$ cat src/rtl/sprite_pkg.sv
`default_nettype none
// ============================================================================
// sprite_pkg : shared constants and types for the sprite scheduler
// Revision   : 1.0
// ============================================================================
package sprite_pkg;

    localparam int NUM_SPRITES = 4;
    localparam int SPR_SIZE    = 16;
    localparam int COORD_W     = 10;
    localparam int IDX_W       = $clog2(NUM_SPRITES);
    localparam int LOC_W       = $clog2(SPR_SIZE);

    localparam logic [2:0] COL_TRANSPARENT = 3'b000;

    typedef struct packed {
        logic [COORD_W-1:0] x;
        logic [COORD_W-1:0] y;
        logic               en;
    } sprite_t;

    typedef enum logic [0:0] {
        ST_IDLE = 1'b0,
        ST_COPY = 1'b1
    } commit_state_t;

endpackage
`default_nettype wire

$ cat src/rtl/sprite_prio_arb.sv
`default_nettype none
// ============================================================================
// sprite_prio_arb : fixed-priority arbiter, lowest set index wins
// Revision        : 1.0
// ============================================================================
module sprite_prio_arb #(
    parameter int N     = 4,
    parameter int IDX_W = 2
) (
    input  logic [N-1:0]     hit,
    output logic             any,
    output logic [IDX_W-1:0] idx
);

    always_comb begin
        any = 1'b0;
        idx = '0;
        // Walk downwards so the lowest hit index is the last one written.
        for (int i = N - 1; i >= 0; i--) begin
            if (hit[i]) begin
                any = 1'b1;
                idx = IDX_W'(i);
            end
        end
    end

endmodule
`default_nettype wire

$ cat src/rtl/sprite_scheduler.sv
`default_nettype none
// ============================================================================
// sprite_scheduler : shadow/live sprite banks, frame-start commit and a
//                    two-stage pixel compositing pipeline over shared ROMs
// Revision         : 1.0
// ============================================================================
module sprite_scheduler
    import sprite_pkg::*;
(
    input  logic               clk,
    input  logic               rst_n,
    input  logic               pix_tick,
    input  logic [COORD_W-1:0] px,
    input  logic [COORD_W-1:0] py,
    input  logic               video_on,
    input  logic               frame_start,
    input  logic [2:0]         bg_col,
    input  logic               upd_valid,
    output logic               upd_ready,
    input  logic [IDX_W-1:0]   upd_idx,
    input  logic [COORD_W-1:0] upd_x,
    input  logic [COORD_W-1:0] upd_y,
    input  logic               upd_en,
    output logic [IDX_W-1:0]   rom_sel,
    output logic [LOC_W-1:0]   rom_lx,
    output logic [LOC_W-1:0]   rom_ly,
    input  logic [2:0]         rom_col,
    output logic [2:0]         pix_col,
    output logic               pix_valid
);

    commit_state_t                  state_q, state_d;
    logic [IDX_W-1:0]               cnt_q, cnt_d;
    logic                           run_q;
    sprite_t [NUM_SPRITES-1:0]      shadow_q, shadow_d;
    sprite_t [NUM_SPRITES-1:0]      live_q, live_d;

    logic [IDX_W-1:0]               rom_sel_q, rom_sel_d;
    logic [LOC_W-1:0]               rom_lx_q, rom_lx_d;
    logic [LOC_W-1:0]               rom_ly_q, rom_ly_d;
    logic                           hit_q, hit_d;
    logic                           von_q, von_d;
    logic [2:0]                     pix_col_q, pix_col_d;
    logic                           pix_valid_q, pix_valid_d;

    logic [COORD_W:0]               dx [NUM_SPRITES];
    logic [COORD_W:0]               dy [NUM_SPRITES];
    logic [NUM_SPRITES-1:0]         hit_vec;
    logic                           arb_any;
    logic [IDX_W-1:0]               arb_idx;

    // run_q keeps upd_ready low while reset is asserted and for the first clk after.
    assign upd_ready = run_q && (state_q == ST_IDLE);

    // A negative difference sets the top bit, so one upper-bits-zero test covers 0 <= d < SPR_SIZE.
    for (genvar gi = 0; gi < NUM_SPRITES; gi++) begin : g_hit
        assign dx[gi]      = {1'b0, px} - {1'b0, live_q[gi].x};
        assign dy[gi]      = {1'b0, py} - {1'b0, live_q[gi].y};
        assign hit_vec[gi] = live_q[gi].en
                          && (dx[gi][COORD_W:LOC_W] == '0)
                          && (dy[gi][COORD_W:LOC_W] == '0);
    end

    sprite_prio_arb #(
        .N     (NUM_SPRITES),
        .IDX_W (IDX_W)
    ) u_arb (
        .hit (hit_vec),
        .any (arb_any),
        .idx (arb_idx)
    );

    always_comb begin
        shadow_d = shadow_q;
        live_d   = live_q;
        state_d  = state_q;
        cnt_d    = cnt_q;

        if (upd_valid && upd_ready) begin
            for (int i = 0; i < NUM_SPRITES; i++) begin
                if (upd_idx == IDX_W'(i)) begin
                    shadow_d[i] = '{x: upd_x, y: upd_y, en: upd_en};
                end
            end
        end

        case (state_q)
            ST_IDLE: begin
                if (frame_start) begin
                    state_d = ST_COPY;
                    cnt_d   = '0;
                end
            end
            ST_COPY: begin
                live_d[cnt_q] = shadow_q[cnt_q];
                if (cnt_q == IDX_W'(NUM_SPRITES - 1)) begin
                    state_d = ST_IDLE;
                end else begin
                    cnt_d = cnt_q + IDX_W'(1);
                end
            end
            default: state_d = ST_IDLE;
        endcase
    end

    always_comb begin
        rom_sel_d   = rom_sel_q;
        rom_lx_d    = rom_lx_q;
        rom_ly_d    = rom_ly_q;
        hit_d       = hit_q;
        von_d       = von_q;
        pix_col_d   = pix_col_q;
        pix_valid_d = pix_valid_q;

        if (pix_tick) begin
            hit_d = arb_any;
            von_d = video_on;
            if (arb_any) begin
                rom_sel_d = arb_idx;
                rom_lx_d  = dx[arb_idx][LOC_W-1:0];
                rom_ly_d  = dy[arb_idx][LOC_W-1:0];
            end
            pix_valid_d = von_q;
            if (!von_q) begin
                pix_col_d = '0;
            end else if (hit_q && (rom_col != COL_TRANSPARENT)) begin
                pix_col_d = rom_col;
            end else begin
                pix_col_d = bg_col;
            end
        end
    end

    always_ff @(posedge clk or negedge rst_n) begin
        if (!rst_n) begin
            state_q     <= ST_IDLE;
            cnt_q       <= '0;
            run_q       <= 1'b0;
            shadow_q    <= '0;
            live_q      <= '0;
            rom_sel_q   <= '0;
            rom_lx_q    <= '0;
            rom_ly_q    <= '0;
            hit_q       <= 1'b0;
            von_q       <= 1'b0;
            pix_col_q   <= '0;
            pix_valid_q <= 1'b0;
        end else begin
            state_q     <= state_d;
            cnt_q       <= cnt_d;
            run_q       <= 1'b1;
            shadow_q    <= shadow_d;
            live_q      <= live_d;
            rom_sel_q   <= rom_sel_d;
            rom_lx_q    <= rom_lx_d;
            rom_ly_q    <= rom_ly_d;
            hit_q       <= hit_d;
            von_q       <= von_d;
            pix_col_q   <= pix_col_d;
            pix_valid_q <= pix_valid_d;
        end
    end

    assign rom_sel   = rom_sel_q;
    assign rom_lx    = rom_lx_q;
    assign rom_ly    = rom_ly_q;
    assign pix_col   = pix_col_q;
    assign pix_valid = pix_valid_q;

endmodule
`default_nettype wire

$ cat config.mk
export PLATFORM = sky130hd
export DESIGN_NAME = sprite_scheduler
export DESIGN_NICKNAME = d
export VERILOG_FILES = /design/src/rtl/sprite_pkg.sv /design/src/rtl/sprite_prio_arb.sv /design/src/rtl/sprite_scheduler.sv
export SDC_FILE = /design/constraint.sdc
export NUM_CORES = 1
export LEC_CHECK = 0
export BUFFER_PORTS_ARGS = -buffer_cell sky130_fd_sc_hd__buf_2
export CORE_ASPECT_RATIO = 1.25
export CORE_UTILIZATION = 40
export CTS_CLUSTER_SIZE = 25
export DETAILED_ROUTE_END_ITERATION = 12
export REMOVE_ABC_BUFFERS = 1
export SKIP_CTS_REPAIR_TIMING = 1
export SLEW_MARGIN = 0
export SYNTH_ARGS = -nofsm -noshare
export SYNTH_HDL_FRONTEND = slang
export SYNTH_SLANG_ARGS = --single-unit
$ cat constraint.sdc
create_clock -name clk -period 9.3 [get_ports clk]
set_input_delay 0.93 -clock clk [delete_from_list [all_inputs] [get_ports clk]]
set_output_delay 0.93 -clock clk [all_outputs]
set_load 0.05 [all_outputs]
Word level (Yosys, flattened, before mapping)
Index checks and enable logic that the tools add are counted.
{"block": "word_totals", "regBits": 188, "input_bits": 55, "out_inout_bits": 15, "word_cells": 109}
{"block": "op_classes", "n_addsub": 9, "magnitude_cmp": 3, "eq_ne": 6, "n_mux": 27, "bitwise": 2, "reduce_logical": 28}
{"operator": "$sub 10x10->11", "n": 8}
{"operator": "$bwmux 84", "n": 1}
{"operator": "$logic_not 7->1", "n": 8}
{"operator": "$bmux 11 s2", "n": 2}
{"operator": "$bmux 21 s2", "n": 1}
{"operator": "$demux 21 s2", "n": 1}
{"operator": "$mux 21", "n": 2}
{"operator": "$mux 4", "n": 4}
{"operator": "$logic_and 1x1->1", "n": 12}
{"operator": "$mux 2", "n": 6}
{"operator": "$reduce_and 2->1", "n": 6}
{"operator": "$eq 2x2->1 const B", "n": 3}
{"operator": "$mux 1", "n": 6}
{"operator": "$mux 3", "n": 2}
{"operator": "$ne 2x2->1 const B", "n": 2}
{"operator": "$pmux 2 s2", "n": 1}
{"operator": "$ge 3x3->1 const B", "n": 1}
{"operator": "$lt 2x3->1 const B", "n": 1}
{"operator": "$not 2->3", "n": 1}
{"operator": "$reduce_bool 3->1", "n": 1}
{"operator": "$add 2x1->2 const B", "n": 1}
{"operator": "$eq 2x1->1 const B", "n": 1}
{"operator": "$ge 2x1->1 const B", "n": 1}
{"operator": "$logic_not 2->1", "n": 1}
{"operator": "other kinds (2)", "n": 2}

Depth between registers and ports, before layout
Gate-level depths: netlist (run 1).
{"block": "depth", "word_depth": 12, "mapped_depth": 13, "depth_no_buf": 12}

Modules after synthesis
Synthesis (run 1) repeated with hierarchy kept, for this count alone.
{"block": "unflattened", "hier_cells": 1015, "area_unflattened_um2": 11562.3}
{"mod": "sprite_scheduler", "instances": 1, "cells_per_inst": 1008, "area_per_inst_um2": 11527.3, "seq_area_each_um2": 4704.5}
{"mod": "sprite_prio_arb", "instances": 1, "cells_per_inst": 7, "area_per_inst_um2": 35.0, "seq_area_each_um2": 0.0}

Worst setup path before layout (run 1)
OpenSTA, ideal clock, no wires.
{"block": "synth_timing", "path_kind": "input -> register", "startpoint": "input port py[0]", "endpoint": "register rom_lx_q[2], in the netlist rom_lx[2]", "setup_time_ps": 126, "t_arrival_ps": 3628, "required_time_ps": 9174, "path_slack_ps": 5546, "cell_stages": 13, "n_path_buf": 1, "path_cell_list": "inv_1 ha_1 fa_1 nor2b_1 o211ai_1 a21boi_0 mux2_2 a211o_1 or4_4 buf_6 and3_1 o21ai_1 nand3_1"}
{"block": "synth_between", "elab_chain_cells": 11, "elab_cells_between_ends": 25, "classes_between": "4 x add/sub; 11 x mux; 1 x bitwise; 9 x reduce/logical"}
{"item": "start, declared", "line_no": "sprite_scheduler.sv:14", "rtl": "input logic [COORD_W-1:0] py,"}
{"item": "$sub 10x10->11", "line_no": "sprite_scheduler.sv:58", "rtl": "assign dy[gi] = {1'b0, py} - {1'b0, live_q[gi].y};"}
{"item": "$logic_not 7->1", "line_no": "sprite_scheduler.sv:61", "rtl": "&& (dy[gi][COORD_W:LOC_W] == '0);"}
{"item": "$logic_and 1x1->1", "line_no": "sprite_scheduler.sv:61"}
{"item": "$mux 2 (4 in series)", "line_no": "sprite_prio_arb.sv:20", "rtl": "if (hit[i]) begin"}
{"item": "$not 2->3 (implied by the code)", "line_no": "sprite_scheduler.sv:120", "rtl": "rom_lx_d = dx[arb_idx][LOC_W-1:0];"}
{"item": "$bmux 11 s2", "line_no": "sprite_scheduler.sv:120"}
{"item": "$mux 4 (implied by the code) (2 in series)", "line_no": "sprite_scheduler.sv:120"}
{"item": "end signal, assigned", "line_no": "sprite_scheduler.sv:155", "rtl": "rom_lx_q <= rom_lx_d;"}
{"item": "end, declared", "line_no": "sprite_scheduler.sv:39", "rtl": "logic [LOC_W-1:0] rom_lx_q, rom_lx_d;"}
Parallel ways exist; a longest one is shown, timed or not. The select of a mux whose other input is x is not followed.
A chain may end at the register's enable or synchronous reset.

Worst setup path in the final report (run 1)
{"block": "layout_timing", "startpoint": "input port py[0]", "endpoint": "register rom_ly_q[0], in the netlist rom_ly[0]"}
{"block": "layout_between", "elab_chain_cells": 11, "elab_cells_between_ends": 25, "classes_between": "4 x add/sub; 11 x mux; 1 x bitwise; 9 x reduce/logical"}
{"item": "$sub 10x10->11", "line_no": "sprite_scheduler.sv:58"}
{"item": "$logic_not 7->1", "line_no": "sprite_scheduler.sv:61"}
{"item": "$logic_and 1x1->1", "line_no": "sprite_scheduler.sv:61"}
{"item": "$mux 2 (4 in series)", "line_no": "sprite_prio_arb.sv:20"}
{"item": "$not 2->3 (implied by the code)", "line_no": "sprite_scheduler.sv:121", "rtl": "rom_ly_d = dy[arb_idx][LOC_W-1:0];"}
{"item": "$bmux 11 s2", "line_no": "sprite_scheduler.sv:121"}
{"item": "$mux 4 (implied by the code) (2 in series)", "line_no": "sprite_scheduler.sv:121"}
{"item": "end signal, assigned", "line_no": "sprite_scheduler.sv:156", "rtl": "rom_ly_q <= rom_ly_d;"}
{"item": "end, declared", "line_no": "sprite_scheduler.sv:40", "rtl": "logic [LOC_W-1:0] rom_ly_q, rom_ly_d;"}
Parallel ways exist; a longest one is shown, timed or not. The select of a mux whose other input is x is not followed.

==> run summary, run 1 <==
critical path type: in -> reg
Placed Area: 12900 um^2
Port Buffers: 69
pre-CTS WS: 4760 ps
worst-path fanout max: 14
Fin Clk Skew: 12.4 ps
Starting DRT DRC Count: 497
syn_area_per_cell: 11.0 um^2
HPWL after DPL: 23900 um
share of layout cells above drive strength 1: 28.1%
Die Area: 31100 um^2
final period utilization: 44.6%
Setup crit start kind: primary input
CP max stage delay: 930 ps
grt ovf: 0
# clock sinks: 188
initial core utilization: 40.5%
unrepaired setup endpoints after global routing: no
EDFF count, synth: 0
Final #Nets: 1315
Pins Over Slew Limit: 0
Skew-Pair Late Insertion Delay: 450 ps
dpl cells: 1550
num ports: 70
fmax: 0.241 GHz
first-pass GRT wire length: 49500 um
antenna viol nets, final: 0
Synth Warn #: 0
Via Count: 8928
Tightest Pin Transition: 1140 ps
Filler Cell Count: 2938
pwr/cell area: 307 nW/um^2
relative slew slack: 23.9%
Final Hold Viols: 0
CTS tree: done
setup slack after layout: 5150 ps
non-filler cells in the finished layout: 1584
die span in x: 158 um
P&R area growth vs syn: 11.4%
largest area contributor in the netlist: dfrtp_1
Final Setup Violations: 0
worst path cell trace: buf_2, inv_1, ha_1, fa_1, nor2b_1, o2111ai_1, a32oi_1, o211ai_1, a311o_1, a2111oi_4, nor2_2, a221oi_1, nand2_1
sequential area share after synthesis: 38.7%
maximum clock path buffer count: 2
Core ar.: 30000 um^2
Worst Path Required: 9620 ps
Max-cap violations: 0
Residual DRC: 0
hold slack: 481 ps
initial antenna violation count: 2
Worst IR Drop VDD: 0.000137 V
DIE HEIGHT: 197 um
most common cell after layout, fill and taps aside: dfrtp_1
total track usage: 21.1%
TNS Setup: 0 ps
top cell type's share of synthesized area: 38.7%
Setup crit end kind: flop
Synth Flop Type: dfrtp_1
design area: 13500 um^2
FFs w/ async S/R, synth: 100%
Post-Syn Area: 12200 um^2
Post-Synthesis Cells: 1104
status: completed
global placement routability congestion: 0.950
number of global-route vias before repair: 8974
largest cells by area after synthesis: dfrtp_1 (39%), mux2_2 (16%), ha_1 (8.6%), mux4_2 (3.9%), inv_1 (3.2%)
H-tree depth: 4
routed len/inst: 19.8 um
Min-Delay Path Class: reg -> reg
Yosys cell types: 86
Avg Vias per Cell: 5.64
largest net degree at the start of global routing: 112
Reg clk slew, reported paths: 70 ps
clk root buf: clkbuf_16
commonest non-fill, non-tap cells in the layout: dfrtp_1 (188), mux2_2 (172), inv_1 (105), ha_1 (84), buf_2 (68)
TritonCTS buffer count: 17
# rows: 71
TritonRoute pass-1 iters: 6
worst endpoint data arrival time: 4470 ps
critical path's slowest cell: a2111oi_4
Period minus WS final: 4150 ps
post-synthesis sequential element count: 188
leakage power: 6.07 nW
drt total wl: 31400 um
-- where the power goes --
part	switching, mW	internal (mW)	leakage, nW
Clock	0.349	0.371	0.280
Sequential	0.177	1.14	2.40
Combinational	1.14	0.977	3.38
Total	1.66	2.49	6.07
-- registers in the layout (all words and copies together) (netlist names), 2 cells and up --
register,cells
cnt_q,2
live_q,84
pix_col,3
rom_lx,4
rom_ly,4
rom_sel,2
shadow_q,84
-- path summary, 6_finish.rpt --
kind,slack (ps),startpoint,endpoint,cells past startpoint
setup / recovery,5150,py[0],rom_ly[0],13
hold / removal,480,rom_lx[3],rom_lx[3],2
setup reg to reg,5420,live_q[1],rom_ly[0],11
hold reg to reg,480,rom_lx[3],rom_lx[3],2
max in group asynchronous,7120,rst_n,shadow_q[74],2
min in group asynchronous,600,rst_n,live_q[55],1
-- Yosys cell counts (11+ instances only) --
master	n
dfrtp_1	188
mux2_2	172
inv_1	105
ha_1	84
a21oi_1	45
nor2_1	45
nand2_1	39
o21ai_0	30
nor2b_1	25
nand2b_1	24
clkbuf_1	22
mux4_2	21
o21a_1	20
nor3_1	16
a211oi_1	13
o22ai_1	11
-- worst max-delay path, delay by kind of cell --
| family | cells | cell delay, ps |
|---|---|---|
| buffers and inverters | 2 | 160 |
| and+or+nand+nor | 3 | 550 |
| adders and majority gates | 2 | 620 |
| AOI/OAI and AO/OA | 6 | 2210 |
-- final cells by class --
| class | instances | area [um^2] | share of cell area (%) |
|---|---|---|---|
| flip-flops and latches | 188 | 4700 | 34.8 |
| multi-input cells | 775 | 6910 | 51.0 |
| clock inverters | 12 | 123 | 0.906 |
| inverters | 106 | 398 | 2.94 |
| repair buffers | 80 | 437 | 3.23 |
| clock buffers | 20 | 457 | 3.37 |
| well taps | 401 | 502 | 3.71 |
| diodes | 2 | 5.00 | 0.0370 |
-- routing by layer --
metal  track usage (%)  wire, um  vias up
li1                  -         -     4215
met1              26.5     13600     4464
met2              35.9     15700      201
met3              3.12      1030       48
met4              9.21      1030        0
met5                 0         0        -
-- cell families after synthesis --
group | share of synthesized area [%]
simple gates | 11.1
flops | 38.7
xor+xnor | 1.44
other cells | 0.0309
fa+ha+maj | 9.97
compound gates | 13.6
buf+inv | 4.50
mux | 20.7
-- stage by stage --
step	util, %	power [mW]
CTS	45.1	4.18
floorplan	-	2.82
detailed placement	43.1	3.45
global route	45.1	4.44
finish	45.1	4.15
global placement	43.1	3.41
(Power assumes the default switching activity.)
==> run 2, diff against run 1 <==
ABC_AREA = 1   (was not set)
clock period = 3.8 ns   (was 9.3 ns; I/O delays follow)
==> run 2 against run 1 <==
Effect of this change:
- the run now ends with hold timing left
- largest power group unchanged
- core utilization fell by 0.16 points
- non-clock buffer count up 4
- clock-buffer cell count unchanged
- first-iteration DRC count rose by 34%
- highest routed layer unchanged
- global-route usage rose by 1.3 points
- setup slack got worse by 4400 ps
- critical path type is now reg -> reg
- sequential power is 150% higher
- worst hold slack got worse by 490 ps
- die area rose by 5.9%
- flip-flop and latch count is the same
- clock skew decreased by 3.3 ps
- cell count grew 46%
==> run summary, run 2 <==
Period minus WS final: 3050 ps
Die Area: 32900 um^2 (+5.9%)
Via Count: 11600 (+30%)
status: finished with violations
hold slack: -5.02 ps (-486 ps)
largest area contributor in the netlist: dfrtp_1
syn_area_per_cell: 6.98 um^2 (-37%)
HPWL after DPL: 27200 um (+14%)
non-filler cells in the finished layout: 2320 (+46%)
Inserted Diodes: 0 (-2)
Setup crit end kind: flop
max layer used: met4
total area of sequential cells: 4700 um^2 (unchanged)
routed metal-1 wirelength: 15200 um (+12%)
TritonCTS buffer count: 17 (unchanged)
worst path cell trace: ha_1, fa_1, inv_1, nand3_1, nand2_2, nand3_2, nand2_1, nand2_1, nand2_1, nand2_2, nor3_4, nand4_4, nand2_4, nand2_1, nand3_1, nand2_1, nand2_1, nand2_1
global placement routability congestion: 0.939 (-1.2%)
Yosys cell types: 43 (-50%)
Filler Cell Count: 3276 (+12%)
H-tree depth: 4 (unchanged)
largest cells by area after synthesis: dfrtp_1 (37%), nand2_1 (16%), inv_1 (8.4%), ha_1 (8.2%), o21ai_0 (7.4%)
num ports: 70 (unchanged)
Residual DRC: 0 (unchanged)
Largest regs: live_q x84, shadow_q x84
Final Setup Violations: 0 (unchanged)
Min-Delay Path Class: in -> async
clk root buf: clkbuf_16
initial core utilization: 40.6% (+0.15 points)
unrepaired setup endpoints after global routing: no
Final Hold Viols: 8 (+8)
Fin Clk Skew: 9.05 ps (-3.32 ps)
first-pass GRT wire length: 57300 um (+16%)
met2 WL post-DR: 17500 um (+12%)
critical path's slowest cell: fa_1
Reg clk slew, reported paths: 70 ps (about the same)
P&R area growth vs syn: 10.6%
fmax: 0.327 GHz
FFs w/ async S/R, synth: 100% (unchanged)
Setup crit start kind: flop
dpl cells: 2288 (+48%)
die span in x: 162 um (+2.9%)
CP max stage delay: 420 ps (-510 ps)
cell mode on critical path: nand2_1
Post-Syn Area: 12900 um^2 (+5.9%)
Post-synth top cells: nand2_1 (538), inv_1 (287), o21ai_0 (190), dfrtp_1 (188), nor2_1 (129)
grt ovf: 0 (unchanged)
Max-cap violations: 0 (unchanged)
commonest non-fill, non-tap cells in the layout: nand2_1 (538), inv_1 (287), o21ai_0 (190), dfrtp_1 (188), nor2_1 (129)
final period utilization: 80.4%
Worst IR Drop VDD: 0.000302 V (+120%)
Post-Synthesis Cells: 1843 (+67%)
post-synthesis sequential element count: 188 (unchanged)
leakage power: 7.56 nW (+25%)
failing checks: hold timing
Skew-Pair Late Insertion Delay: 460 ps (about the same)
Synth Flop Type: dfrtp_1
area of the multi-input gates: 6850 um^2 (-0.89%)
relative slew slack: 38.2% (+14 points)
cell with the most instances after synthesis: nand2_1
initial antenna violation count: 1 (-1)
Starting DRT DRC Count: 665 (+34%)
maximum clock path buffer count: 2 (unchanged)
# rows: 73 (+2.8%)
Tightest Pin Transition: 924 ps (-215 ps)
worst endpoint data arrival time: 3410 ps (-1060 ps)
top cell type's share of synthesized area: 36.5% (-2.2 points)
critical path type: reg -> reg
drt total wl: 35200 um (+12%)
CTS tree: done
number of global-route vias before repair: 11400 (+27%)
# clock sinks: 188 (unchanged)
Avg Vias per Cell: 4.99 (-11%)
share of layout cells above drive strength 1: 9.07% (-19 points)
pwr/cell area: 793 nW/um^2 (+160%)
Core ar.: 31700 um^2 (+5.6%)
total track usage: 22.5% (+1.3 points)
metal3 WL: 1240 um (+21%)
sequential area share after synthesis: 36.5% (-2.2 points)
largest net degree at the start of global routing: 86 (-23%)
Port Buffers: 69 (unchanged)
Worst Path Required: 4150 ps (-5470 ps)
most common cell after layout, fill and taps aside: nand2_1
Pins Over Slew Limit: 0 (unchanged)
worst-path fanout max: 19 (+5)
EDFF count, synth: 0 (unchanged)
routed len/inst: 15.2 um (-23%)
DIE HEIGHT: 203 um (+2.9%)
TritonRoute pass-1 iters: 5 (-1)
Synth Warn #: 0 (unchanged)
antenna viol nets, final: 0 (unchanged)
Final #Nets: 2042 (+55%)
run 2: cell count changes after synthesis, sizes merged, moves of 19 or more:
cell | previous run | this run
nand2 | 39 | 561
o21a | 20 | 0
mux4 | 21 | 0
nand2b | 24 | 0
o21ai | 40 | 193
nor2b | 26 | 0
nand4 | 6 | 25
inv | 106 | 291
mux2 | 172 | 0
clkbuf | 23 | 45
nand3 | 7 | 135
nor2 | 46 | 134
a21oi | 46 | 107
run 2: per-stage QoR:
step	power (mW)	cell area (um^2)	utilization [%]	setup slack [ps]	setup TNS [ps]
floorplan	7.67	12600	-	-101	-2120
global placement	9.46	13700	43.1	633	0
detailed placement	9.54	13700	43.1	563	0
CTS	11.4	14200	44.9	742	0
global route	12.4	14200	44.9	501	0
finish	11.3	14200	44.9	746	0
run 2: final cells by class:
type | count | share of cell area (%)
tap | 412 | 3.62
multi-input combinational | 1310 | 48.1
clock buffer | 20 | 3.14
sequential | 188 | 33.0
inverter | 294 | 7.75
clock inverter | 12 | 0.879
timing repair buffer | 84 | 3.45
run 2: path summary, 6_finish.rpt:
check | cells past startpoint | slack [ps] | from | end
max reg2reg | 18 | 750 | live_q[1] | rom_ly[0]
max | 18 | 750 | live_q[1] | rom_ly[0]
max in group asynchronous | 2 | 2950 | rst_n | live_q[67]
min in group clk | 3 | 130 | video_on | von_q
min reg2reg | 2 | 480 | rom_ly[0] | rom_ly[0]
min | 1 | -5 | rst_n | live_q[13]
run 2: report_power, final:
| part | total, mW | switching [mW] | leakage (nW) | internal, mW |
|---|---|---|---|---|
| logic | 6.25 | 4.17 | 4.94 | 2.08 |
| clock network | 1.78 | 0.839 | 0.276 | 0.938 |
| registers | 3.27 | 0.415 | 2.34 | 2.85 |
| total | 11.3 | 5.43 | 7.56 | 5.87 |
run 2: worst max-delay path: cells and delay by family, from the launching register on:
kind | cells | cell delay [ps]
buffers and inverters | 1 | 110
flip-flops | 1 | 390
AND/OR/NAND/NOR | 15 | 1810
adder cells (fa/ha/maj) | 2 | 640
run 2: cells by family after synthesis:
| logic type | Yosys count | share of synthesized area, % |
|---|---|---|
| simple gates | 876 | 28.9 |
| buf+inv | 345 | 10.4 |
| compound gates | 320 | 13.2 |
| flops | 188 | 36.5 |
| fa+ha+maj | 92 | 9.41 |
| xor+xnor | 20 | 1.42 |
| other cells | 1 | 0.0291 |
| mux | 1 | 0.0778 |
run 2: layer usage:
layer,vias to the layer above,track usage [%]
met4,0,9.67
met2,221,39.8
met5,-,0
met1,5346,26.8
li1,5955,-
met3,66,3.31
